--- src/rtl/intra_pkg.sv ---
// ============================================================================
// intra_pkg : shared plane encoding, pixel width and writeback FSM states
// Rev 1.0
// ============================================================================
`default_nettype none

package intra_pkg;

  localparam int unsigned PIX_W = 8;

  typedef enum logic [1:0] {
    LUMA = 2'd0,
    CHB  = 2'd1,
    CHR  = 2'd2
  } plane_e;

  typedef enum logic [1:0] {
    IDLE    = 2'd0,
    WR_LUMA = 2'd1,
    WR_CHB  = 2'd2,
    WR_CHR  = 2'd3
  } wb_state_e;

  // Luma blocks are 4 rows of one word; chroma blocks are 8 rows of two words.
  function automatic logic [3:0] last_beat(input plane_e p);
    return (p == LUMA) ? 4'd3 : 4'd15;
  endfunction

endpackage

`default_nettype wire

--- src/rtl/wb_addr_gen.sv ---
// ============================================================================
// wb_addr_gen : maps (plane, block number, beat) to a frame pixel address
// Rev 1.0
// ============================================================================
`default_nettype none

module wb_addr_gen
  import intra_pkg::*;
#(
  parameter int unsigned WIDTH = 1280
) (
  input  plane_e      plane_i,
  input  logic [31:0] mbnumber_i,
  input  logic [3:0]  beat_i,
  output logic [31:0] addr_o
);

  localparam logic [31:0] C_W    = 32'(WIDTH);
  localparam logic [31:0] C_LBPR = 32'(WIDTH / 4);
  localparam logic [31:0] C_CBPR = 32'(WIDTH / 8);

  logic [31:0] bx;
  logic [31:0] by;

  always_comb begin
    bx     = '0;
    by     = '0;
    addr_o = '0;
    if (plane_i == LUMA) begin
      bx     = mbnumber_i % C_LBPR;
      by     = mbnumber_i / C_LBPR;
      addr_o = ((by << 2) + {28'd0, beat_i}) * C_W + (bx << 2);
    end else begin
      // beat = 2*row + half; the right half sits four pixels further on
      bx     = mbnumber_i % C_CBPR;
      by     = mbnumber_i / C_CBPR;
      addr_o = ((by << 3) + {29'd0, beat_i[3:1]}) * C_W + (bx << 3)
             + {29'd0, beat_i[0], 2'b00};
    end
  end

endmodule

`default_nettype wire

--- src/rtl/recon_writeback.sv ---
// ============================================================================
// recon_writeback : buffers reconstructed luma/chroma blocks and streams them
//                   into frame memory one 4-pixel word per cycle
// Rev 1.0
// ============================================================================
`default_nettype none

module recon_writeback
  import intra_pkg::*;
#(
  parameter int unsigned WIDTH  = 1280,
  parameter int unsigned LENGTH = 720
) (
  input  logic                   clk,
  input  logic                   reset,
  input  logic                   fb_luma4x4,
  input  logic [15:0][PIX_W-1:0] reconst_luma4x4,
  input  logic                   fb_chromab8x8,
  input  logic [63:0][PIX_W-1:0] reconst_chromab8x8,
  input  logic                   fb_chromar8x8,
  input  logic [63:0][PIX_W-1:0] reconst_chromar8x8,
  output logic [31:0]            mbnumber_luma4x4,
  output logic [31:0]            mbnumber_chromab8x8,
  output logic [31:0]            mbnumber_chromar8x8,
  output logic                   wr_en,
  output logic [1:0]             wr_plane,
  output logic [31:0]            wr_addr,
  output logic [31:0]            wr_data,
  output logic                   frame_done,
  output logic                   overflow
);

  localparam logic [31:0] C_LUMA_LAST   = 32'((WIDTH / 4) * (LENGTH / 4) - 1);
  localparam logic [31:0] C_CHROMA_LAST = 32'((WIDTH / 8) * (LENGTH / 8) - 1);

  wb_state_e              state_q;
  logic [3:0]             beat_q;
  logic [2:0]             pend_q;
  logic [2:0]             wrap_q;
  logic [2:0][31:0]       mb_q;
  logic [15:0][PIX_W-1:0] luma_buf_q;
  logic [63:0][PIX_W-1:0] chb_buf_q;
  logic [63:0][PIX_W-1:0] chr_buf_q;
  logic                   wr_en_q;
  logic [1:0]             wr_plane_q;
  logic [31:0]            wr_addr_q;
  logic [31:0]            wr_data_q;
  logic                   frame_done_q;
  logic                   overflow_q;

  plane_e                 cur_plane;
  plane_e                 sel_plane_d;
  logic [3:0]             sel_beat_d;
  logic                   issue_d;
  logic                   in_wr;
  logic                   fin_beat;
  logic [2:0]             strobe;
  logic [2:0]             fin;
  logic [2:0]             accept;
  logic [2:0]             drop;
  logic [2:0]             wrap_now;
  logic [2:0]             wrap_all;
  logic [31:0]            mb_sel;
  logic [31:0]            addr_d;
  logic [4*PIX_W-1:0]     data_d;

  always_comb begin
    unique case (state_q)
      WR_CHB:  cur_plane = CHB;
      WR_CHR:  cur_plane = CHR;
      default: cur_plane = LUMA;
    endcase
  end

  assign in_wr    = (state_q != IDLE);
  assign fin_beat = in_wr && (beat_q == last_beat(cur_plane));
  assign fin      = fin_beat ? (3'b001 << cur_plane) : 3'b000;

  // A strobe landing on the final beat refills a buffer that is being released.
  assign strobe = {fb_chromar8x8, fb_chromab8x8, fb_luma4x4};
  assign accept = strobe & (~pend_q | fin);
  assign drop   = strobe & ~accept;

  always_comb begin
    for (int p = 0; p < 3; p++) begin
      wrap_now[p] = fin[p] && (mb_q[p] == ((p == 0) ? C_LUMA_LAST : C_CHROMA_LAST));
    end
  end
  assign wrap_all = wrap_q | wrap_now;

  // Outputs are registered, so select the beat that will appear next cycle.
  always_comb begin
    sel_plane_d = cur_plane;
    sel_beat_d  = beat_q + 4'd1;
    issue_d     = !fin_beat;
    if (!in_wr) begin
      sel_beat_d = '0;
      issue_d    = |pend_q;
      if (pend_q[0])      sel_plane_d = LUMA;
      else if (pend_q[1]) sel_plane_d = CHB;
      else                sel_plane_d = CHR;
    end
  end

  always_comb begin
    unique case (sel_plane_d)
      CHB:     mb_sel = mb_q[1];
      CHR:     mb_sel = mb_q[2];
      default: mb_sel = mb_q[0];
    endcase
  end

  always_comb begin
    data_d = '0;
    for (int c = 0; c < 4; c++) begin
      unique case (sel_plane_d)
        LUMA:    data_d[PIX_W*c +: PIX_W] = luma_buf_q[{sel_beat_d[1:0], 2'(c)}];
        CHB:     data_d[PIX_W*c +: PIX_W] = chb_buf_q[{sel_beat_d, 2'(c)}];
        default: data_d[PIX_W*c +: PIX_W] = chr_buf_q[{sel_beat_d, 2'(c)}];
      endcase
    end
  end

  wb_addr_gen #(
    .WIDTH (WIDTH)
  ) u_addr_gen (
    .plane_i    (sel_plane_d),
    .mbnumber_i (mb_sel),
    .beat_i     (sel_beat_d),
    .addr_o     (addr_d)
  );

  always_ff @(posedge clk) begin
    if (accept[0]) luma_buf_q <= reconst_luma4x4;
    if (accept[1]) chb_buf_q  <= reconst_chromab8x8;
    if (accept[2]) chr_buf_q  <= reconst_chromar8x8;
  end

  always_ff @(posedge clk or negedge reset) begin
    if (!reset) begin
      state_q      <= IDLE;
      beat_q       <= '0;
      pend_q       <= '0;
      wrap_q       <= '0;
      mb_q         <= '0;
      wr_en_q      <= 1'b0;
      wr_plane_q   <= '0;
      wr_addr_q    <= '0;
      wr_data_q    <= '0;
      frame_done_q <= 1'b0;
      overflow_q   <= 1'b0;
    end else begin
      pend_q <= (pend_q & ~fin) | accept;
      if (|drop) overflow_q <= 1'b1;

      for (int p = 0; p < 3; p++) begin
        if (fin[p]) mb_q[p] <= wrap_now[p] ? 32'd0 : mb_q[p] + 32'd1;
      end

      if (&wrap_all) begin
        wrap_q       <= '0;
        frame_done_q <= 1'b1;
      end else begin
        wrap_q       <= wrap_all;
        frame_done_q <= 1'b0;
      end

      if (!in_wr) begin
        if (issue_d) begin
          unique case (sel_plane_d)
            LUMA:    state_q <= WR_LUMA;
            CHB:     state_q <= WR_CHB;
            default: state_q <= WR_CHR;
          endcase
        end
      end else if (fin_beat) begin
        state_q <= IDLE;
      end

      beat_q     <= issue_d ? sel_beat_d : 4'd0;
      wr_en_q    <= issue_d;
      wr_plane_q <= issue_d ? sel_plane_d : 2'd0;
      wr_addr_q  <= issue_d ? addr_d : 32'd0;
      wr_data_q  <= issue_d ? data_d : 32'd0;
    end
  end

  assign mbnumber_luma4x4    = mb_q[0];
  assign mbnumber_chromab8x8 = mb_q[1];
  assign mbnumber_chromar8x8 = mb_q[2];
  assign wr_en               = wr_en_q;
  assign wr_plane            = wr_plane_q;
  assign wr_addr             = wr_addr_q;
  assign wr_data             = wr_data_q;
  assign frame_done          = frame_done_q;
  assign overflow            = overflow_q;

endmodule

`default_nettype wire

--- config.mk ---
export PLATFORM = sky130hd
export DESIGN_NAME = recon_writeback
export DESIGN_NICKNAME = d
export VERILOG_FILES = /design/src/rtl/intra_pkg.sv /design/src/rtl/wb_addr_gen.sv /design/src/rtl/recon_writeback.sv
export SDC_FILE = /design/constraint.sdc
export NUM_CORES = 2
export LEC_CHECK = 0
export ABC_AREA = 1
export CORE_AREA = 2 2 519 521
export CTS_BUF_LIST = sky130_fd_sc_hd__clkbuf_8
export CTS_CLUSTER_SIZE = 40
export DETAILED_ROUTE_END_ITERATION = 7
export DIE_AREA = 0 0 521 523
export GPL_TIMING_DRIVEN = 1
export SLEW_MARGIN = 5
export SYNTH_ARGS = -nofsm -noshare
export SYNTH_HDL_FRONTEND = slang
export SYNTH_HIERARCHICAL = 1
export SYNTH_SLANG_ARGS = --single-unit
--- constraint.sdc ---
create_clock -name clk -period 41.5 [get_ports clk]
set_input_delay 6.225 -clock clk [delete_from_list [all_inputs] [get_ports clk]]
set_output_delay 6.225 -clock clk [all_outputs]
set_load 0.1 [all_outputs]
* Word-level counts from Yosys, hierarchy flattened
Index checks and enable logic that the tools add are counted. Widths: inputs -> output; s select.
Word-level totals: bits in registers 1329
Operators by class: bitwise operators 9, multipliers 2, order comparisons 8, reductions and logical operators 13, equal/unequal tests 9, $add $sub $neg 9, shifts and indexed selects 1, mux-type cells 51, div/mod/pow operators 4
Operator list (count):
- $bmux 8 s4 | 8
- $mux 32 | 6
- $add 32x1->32 const B | 3
- $mux 8 | 12
- $add 32x3->32 | 2
- $add 32x32->32 | 2
- $bmux 8 s2 | 4
- $eq 32x14->1 const B | 2
- $mul 32x3->24 const B | 2
- $pmux 32 s2 | 1
- $pmux 8 s2 | 4
- $add 32x4->32 | 1
- $div 32x8->32 const B | 1
- $div 32x9->32 const B | 1
- $eq 32x16->1 const B | 1
- $mod 32x8->32 const B | 1
- $mod 32x9->32 const B | 1
- $lt 6x7->1 const B | 4
- $lt 4x5->1 const B | 4
- $mux 2 | 7
- $mux 4 | 3
- $and 3x3->3 | 3
- $not 3->3 | 3
- $or 3x3->3 | 3
- 16 further kinds | 27

* Logic depth before layout (Yosys ltp)
depth in word-level cells 12, mapped depth 160

* Cells and area by module
The synthesis kept the hierarchy.
Modules (own cells, without submodules):
- recon_writeback | instances 1, cells each 4925, sequential area each 39022.4 µm², area an instance 55145.4 µm²
- wb_addr_gen | instances 1, cells each 1175, sequential area each 0.0 µm², area an instance 7199.4 µm²

* Worst setup path after synthesis
OpenSTA, ideal clock, no wires.
kind in2reg, start point input port fb_chromar8x8, end point register chr_buf_q[0] (netlist name), enable pin, arrival 30.806 ns, path slack 9.135 ns, stages on the path 2, cells stage by stage inv_1 a21oi_1
On the way: cells in the longest elaborated chain, start to end 1
Ends and longest elaborated chain:
- start, declared | RTL line recon_writeback.sv:20 | input logic fb_chromar8x8,
- $and 3x3->3 | RTL line recon_writeback.sv:81 | assign accept = strobe & (~pend_q | fin);
- net accept[2] | RTL line recon_writeback.sv:59 | logic [2:0] accept;
- end signal, assigned | RTL line recon_writeback.sv:136 | if (accept[2]) chr_buf_q <= reconst_chromar8x8;
- end, declared | RTL line recon_writeback.sv:43 | logic [63:0][PIX_W-1:0] chr_buf_q;
The timed path passes the listed nets, and every way through them passes these cells. A chain may end at the register's enable or synchronous reset.

* Worst setup path in the final report
start point register state_q[0], end point register wr_addr_q[31] (netlist: wr_addr[31])
On the way: cells in the longest elaborated chain, start to end 12
Ends and longest elaborated chain:
- start, declared | RTL line recon_writeback.sv:36 | wb_state_e state_q;
- start signal, assigned | RTL line recon_writeback.sv:141 | state_q <= IDLE;
- start signal, assigned | RTL line recon_writeback.sv:171 | LUMA: state_q <= WR_LUMA;
- start signal, assigned | RTL line recon_writeback.sv:172 | CHB: state_q <= WR_CHB;
- $eq 2x2->1 | RTL line recon_writeback.sv:68 | unique case (state_q)
- $pmux 2 s2 | RTL line recon_writeback.sv:68
- $mux 2 * | RTL line recon_writeback.sv:96 | if (!in_wr) begin
- net sel_plane_d[1] | RTL line recon_writeback.sv:52 | plane_e sel_plane_d;
- $eq 2x2->1 / $eq 2x1->1 (equally long branches) | RTL line recon_writeback.sv:106 | unique case (sel_plane_d)
- $pmux 32 s2 * | RTL line recon_writeback.sv:106
- net mb_sel[31] | RTL line recon_writeback.sv:63 | logic [31:0] mb_sel;
- $div 32x8->32 | RTL line wb_addr_gen.sv:36 | by = mbnumber_i / C_CBPR;
- $add 32x3->32 | RTL line wb_addr_gen.sv:37 | addr_o = ((by << 3) + {29'd0, beat_i[3:1]}) * C_W + (bx << 3)
- $mul 32x3->24 | RTL line wb_addr_gen.sv:37
- $add 32x32->32 | RTL line wb_addr_gen.sv:37
- $add 32x3->32 | RTL line wb_addr_gen.sv:38 | + {29'd0, beat_i[0], 2'b00};
- $mux 32 * | RTL line wb_addr_gen.sv:29 | if (plane_i == LUMA) begin
- net addr_d[31] | RTL line recon_writeback.sv:64 | logic [31:0] addr_d;
- $mux 32 * | RTL line recon_writeback.sv:183 | wr_addr_q <= issue_d ? addr_d : 32'd0;
- end signal, assigned | RTL line recon_writeback.sv:183
- end, declared | RTL line recon_writeback.sv:46 | logic [31:0] wr_addr_q;
The timed path passes the listed nets; every way through them passes the cells marked *.

==> reports/metrics.csv <==
metric,value,unit
status,"finished, final reports clean",
synth-to-layout area growth,35.26,%
Port Buffers,1321,
Avg WL per Cell,26.38,um
final worst path period need,17.27,ns
share of cells above drive strength 1,7.692,%
residual DRC count,0,
WP data required,42.35,ns
Pre-Repair DR Iteration Count,6,
aggregate global-route resource usage,20.99,%
post-cts hold buffer count,0,
crit end category,flop,
Arrival @ worst endpoint,18.12,ns
DR iter-0 viols,5128,
Rows,190,
CTS tree,built,
"Avg Cell Area, Syn",10.22,um2
setup violators final,0,
setup_tns,0,ns
Worst-Skew Late Latency,1.04,ns
Final Hold Viols,0,
grt ovf,0,
depth of the CTS H-tree,4,
"slowest stage delay, CP",0.95,ns
Slew Limit Headroom,15.43,%
vias in the first global route,51940,
vias per inst,4.711,
Initial Utilization,23.35,%
routed vias,53160,
Worst Skew,0.1469,ns
Post-Route WL,297600,um
Top Ports,1322,
fin nets,8773,
initial antenna violation count,137,
Worst-Margin Slew,1.265,ns
Final period util,41.61,%
clock sink count,1329,
cts repair resizes,0,
"Slew Viols, Final",0,
"commonest non-fill, non-tap cell in the layout",nand2_1,
die area,272500,um2
synth unique cells,56,
post-synthesis sequential area ratio,62.59,%
Antenna Nets Post-Route,0,
mapped cell area,62340,um2
Placer Congestion,0.9429,
critical path class,reg -> reg,
maxcap violations,0,
first-pass GRT wire length,402500,um
Worst setup SP type,flop,
CTS Buf Count,240,
RSZ-0062 raised after global routing,false,
Post-DP HPWL,230000,um
slowest CP cell,ha_2,
HP Class,reg -> reg,
pin count of the biggest net entering global routing,157,
clock slew at reported path FFs,0.06,ns
postcts setup bufs,0,
CTS max path bufs,4,
ys async rst share,13.32,%
most used cell along the critical path,nand2_1,
total core area,267000,um2
most frequent cells in the layout,"1569 x nand2_1, 1286 x clkdlybuf4s50_1, 1212 x nand3_1",
"Max FO, Critical Path",64,
die height,523,um
post-synthesis register bit count,1329,
Die Wd,521,um
Main synth FF type,edfxtp_1,
number of synthesized flops with an enable pin,1152,
Fmax achieved,57.92,MHz
Ys Warns,6,
Mapped Cells,6100,
Root Driver,clkbuf_8,
==> Yosys cell counts, types with 4 or more instances <==
| cell | instances | area share (%) |
|---|---|---|
| nand2_4 | 35 | 0.63 |
| nor4_1 | 15 | 0.15 |
| buf_2 | 93 | 0.75 |
| clkinv_1 | 5 | 0.030 |
| a21oi_1 | 139 | 1.1 |
| nand2_1 | 1569 | 9.4 |
| a31oi_1 | 12 | 0.12 |
| ha_1 | 138 | 2.8 |
| xor2_1 | 115 | 1.6 |
| o21ai_2 | 4 | 0.056 |
| nand3_2 | 18 | 0.29 |
| clkbuf_1 | 156 | 0.94 |
| nor2_1 | 289 | 1.7 |
| a21o_1 | 5 | 0.060 |
| nand3b_1 | 9 | 0.11 |
| xnor2_1 | 25 | 0.35 |
| nor3_1 | 67 | 0.54 |
| nand2_2 | 47 | 0.47 |
| buf_1 | 41 | 0.25 |
| inv_2 | 35 | 0.21 |
| o31ai_1 | 9 | 0.11 |
| nand4_1 | 54 | 0.54 |
| o21ai_1 | 16 | 0.13 |
| nand3_4 | 8 | 0.22 |
| edfxtp_1 | 1152 | 55 |
| fa_1 | 5 | 0.16 |
| o21bai_1 | 6 | 0.072 |
| dfrtp_1 | 177 | 7.1 |
| nor2_2 | 4 | 0.040 |
| inv_1 | 353 | 2.1 |
| o21ai_0 | 187 | 1.5 |
| nand3_1 | 1212 | 9.7 |
| o22ai_1 | 62 | 0.62 |
| buf_4 | 9 | 0.11 |
==> cell type report <==
class                      instances  area [um2]
fill                           27300      182600
sequential                      1329       39020
multi-input combinational       4118       20840
timing repair buffer            1390       13770
tap                             3552        4444
clock buffer                     255        3510
inverter                         394        1504
clock inverter                   171        1054
antenna                           74       185.2
==> metrics by stage <==
stage | util [%] | hold slack (ns) | std cells | instance area [um2] | setup slack (ns)
floorplan | - | 0.4807 | 6141 | 62500 | 9.135
global route | 31.57 | 0.5813 | 11270 | 84280 | 22.38
global placement | 29.80 | 0.5010 | 10780 | 79560 | 24.84
detailed placement | 29.81 | 0.5081 | 10780 | 79580 | 24.52
finish | 31.59 | 0.5240 | 11280 | 84330 | 24.23
CTS | 31.52 | 0.5212 | 11210 | 84140 | 24.39
==> worst paths after layout <==
check,from,to,slack (ns),depth (start not counted)
worst max-delay path,state_q[0]$_DFFE_PN0P_,wr_addr[31]$_DFF_PN0_,24.23,127
worst min-delay path,wrap_q[0]$_DFF_PN0_,wrap_q[0]$_DFF_PN0_,0.52,2
worst max register to register,state_q[0]$_DFFE_PN0P_,wr_addr[31]$_DFF_PN0_,24.23,127
worst min register to register,wrap_q[0]$_DFF_PN0_,wrap_q[0]$_DFF_PN0_,0.52,2
max in group asynchronous,reset,mbnumber_chromab8x8[25]$_DFFE_PN0P_,34.78,2
min in group asynchronous,reset,mbnumber_luma4x4[13]$_DFFE_PN0P_,5.24,1
==> kinds of logic (layout without fill, tap and decap cells) <==
kind of cell             Yosys count  in the layout  share of synthesized area [%]
AND/OR/NAND/NOR                 3340           3340                          24.10
flip-flops                      1329           1329                          62.59
buffers and inverters            694           2210                          4.435
AO/OA/AOI/OAI                    452            452                          3.950
adder cells (fa/ha/maj)          143            143                          2.930
XOR/XNOR                         140            140                          1.967
other                              1            116                       0.006015
multiplexers                       1              1                        0.01606
==> routing by layer <==
metal	wire [um]	share of wire [%]	global-route usage, %	up-vias
li1	-	-	-	24000
met1	118800	40	26.10	25810
met2	138200	46	33.83	2718
met3	27080	9.1	6.123	574
met4	13230	4.4	9.077	54
met5	356	0.12	0	-
==> flip-flops by register name (all words and copies together), names as in the netlist, 32 cells and up <==
| signal | cells |
|---|---|
| mbnumber_chromab8x8 | 32 |
| mbnumber_luma4x4 | 32 |
| wr_data | 32 |
| wr_addr | 32 |
| chr_buf_q | 512 |
| chb_buf_q | 512 |
| luma_buf_q | 128 |
| mbnumber_chromar8x8 | 32 |
==> critical path, delay by kind of cell (launching register included) <==
kind,cells,cell delay [ns]
simple gates,82,9.33
xor+xnor,4,0.66
fa+ha+maj,6,2.46
compound gates,16,2.70
buf+inv,19,1.53
flops,1,0.46
Power is not shown: default switching activity piles up to over one toggle a cycle in this logic, so the estimate is an artifact.
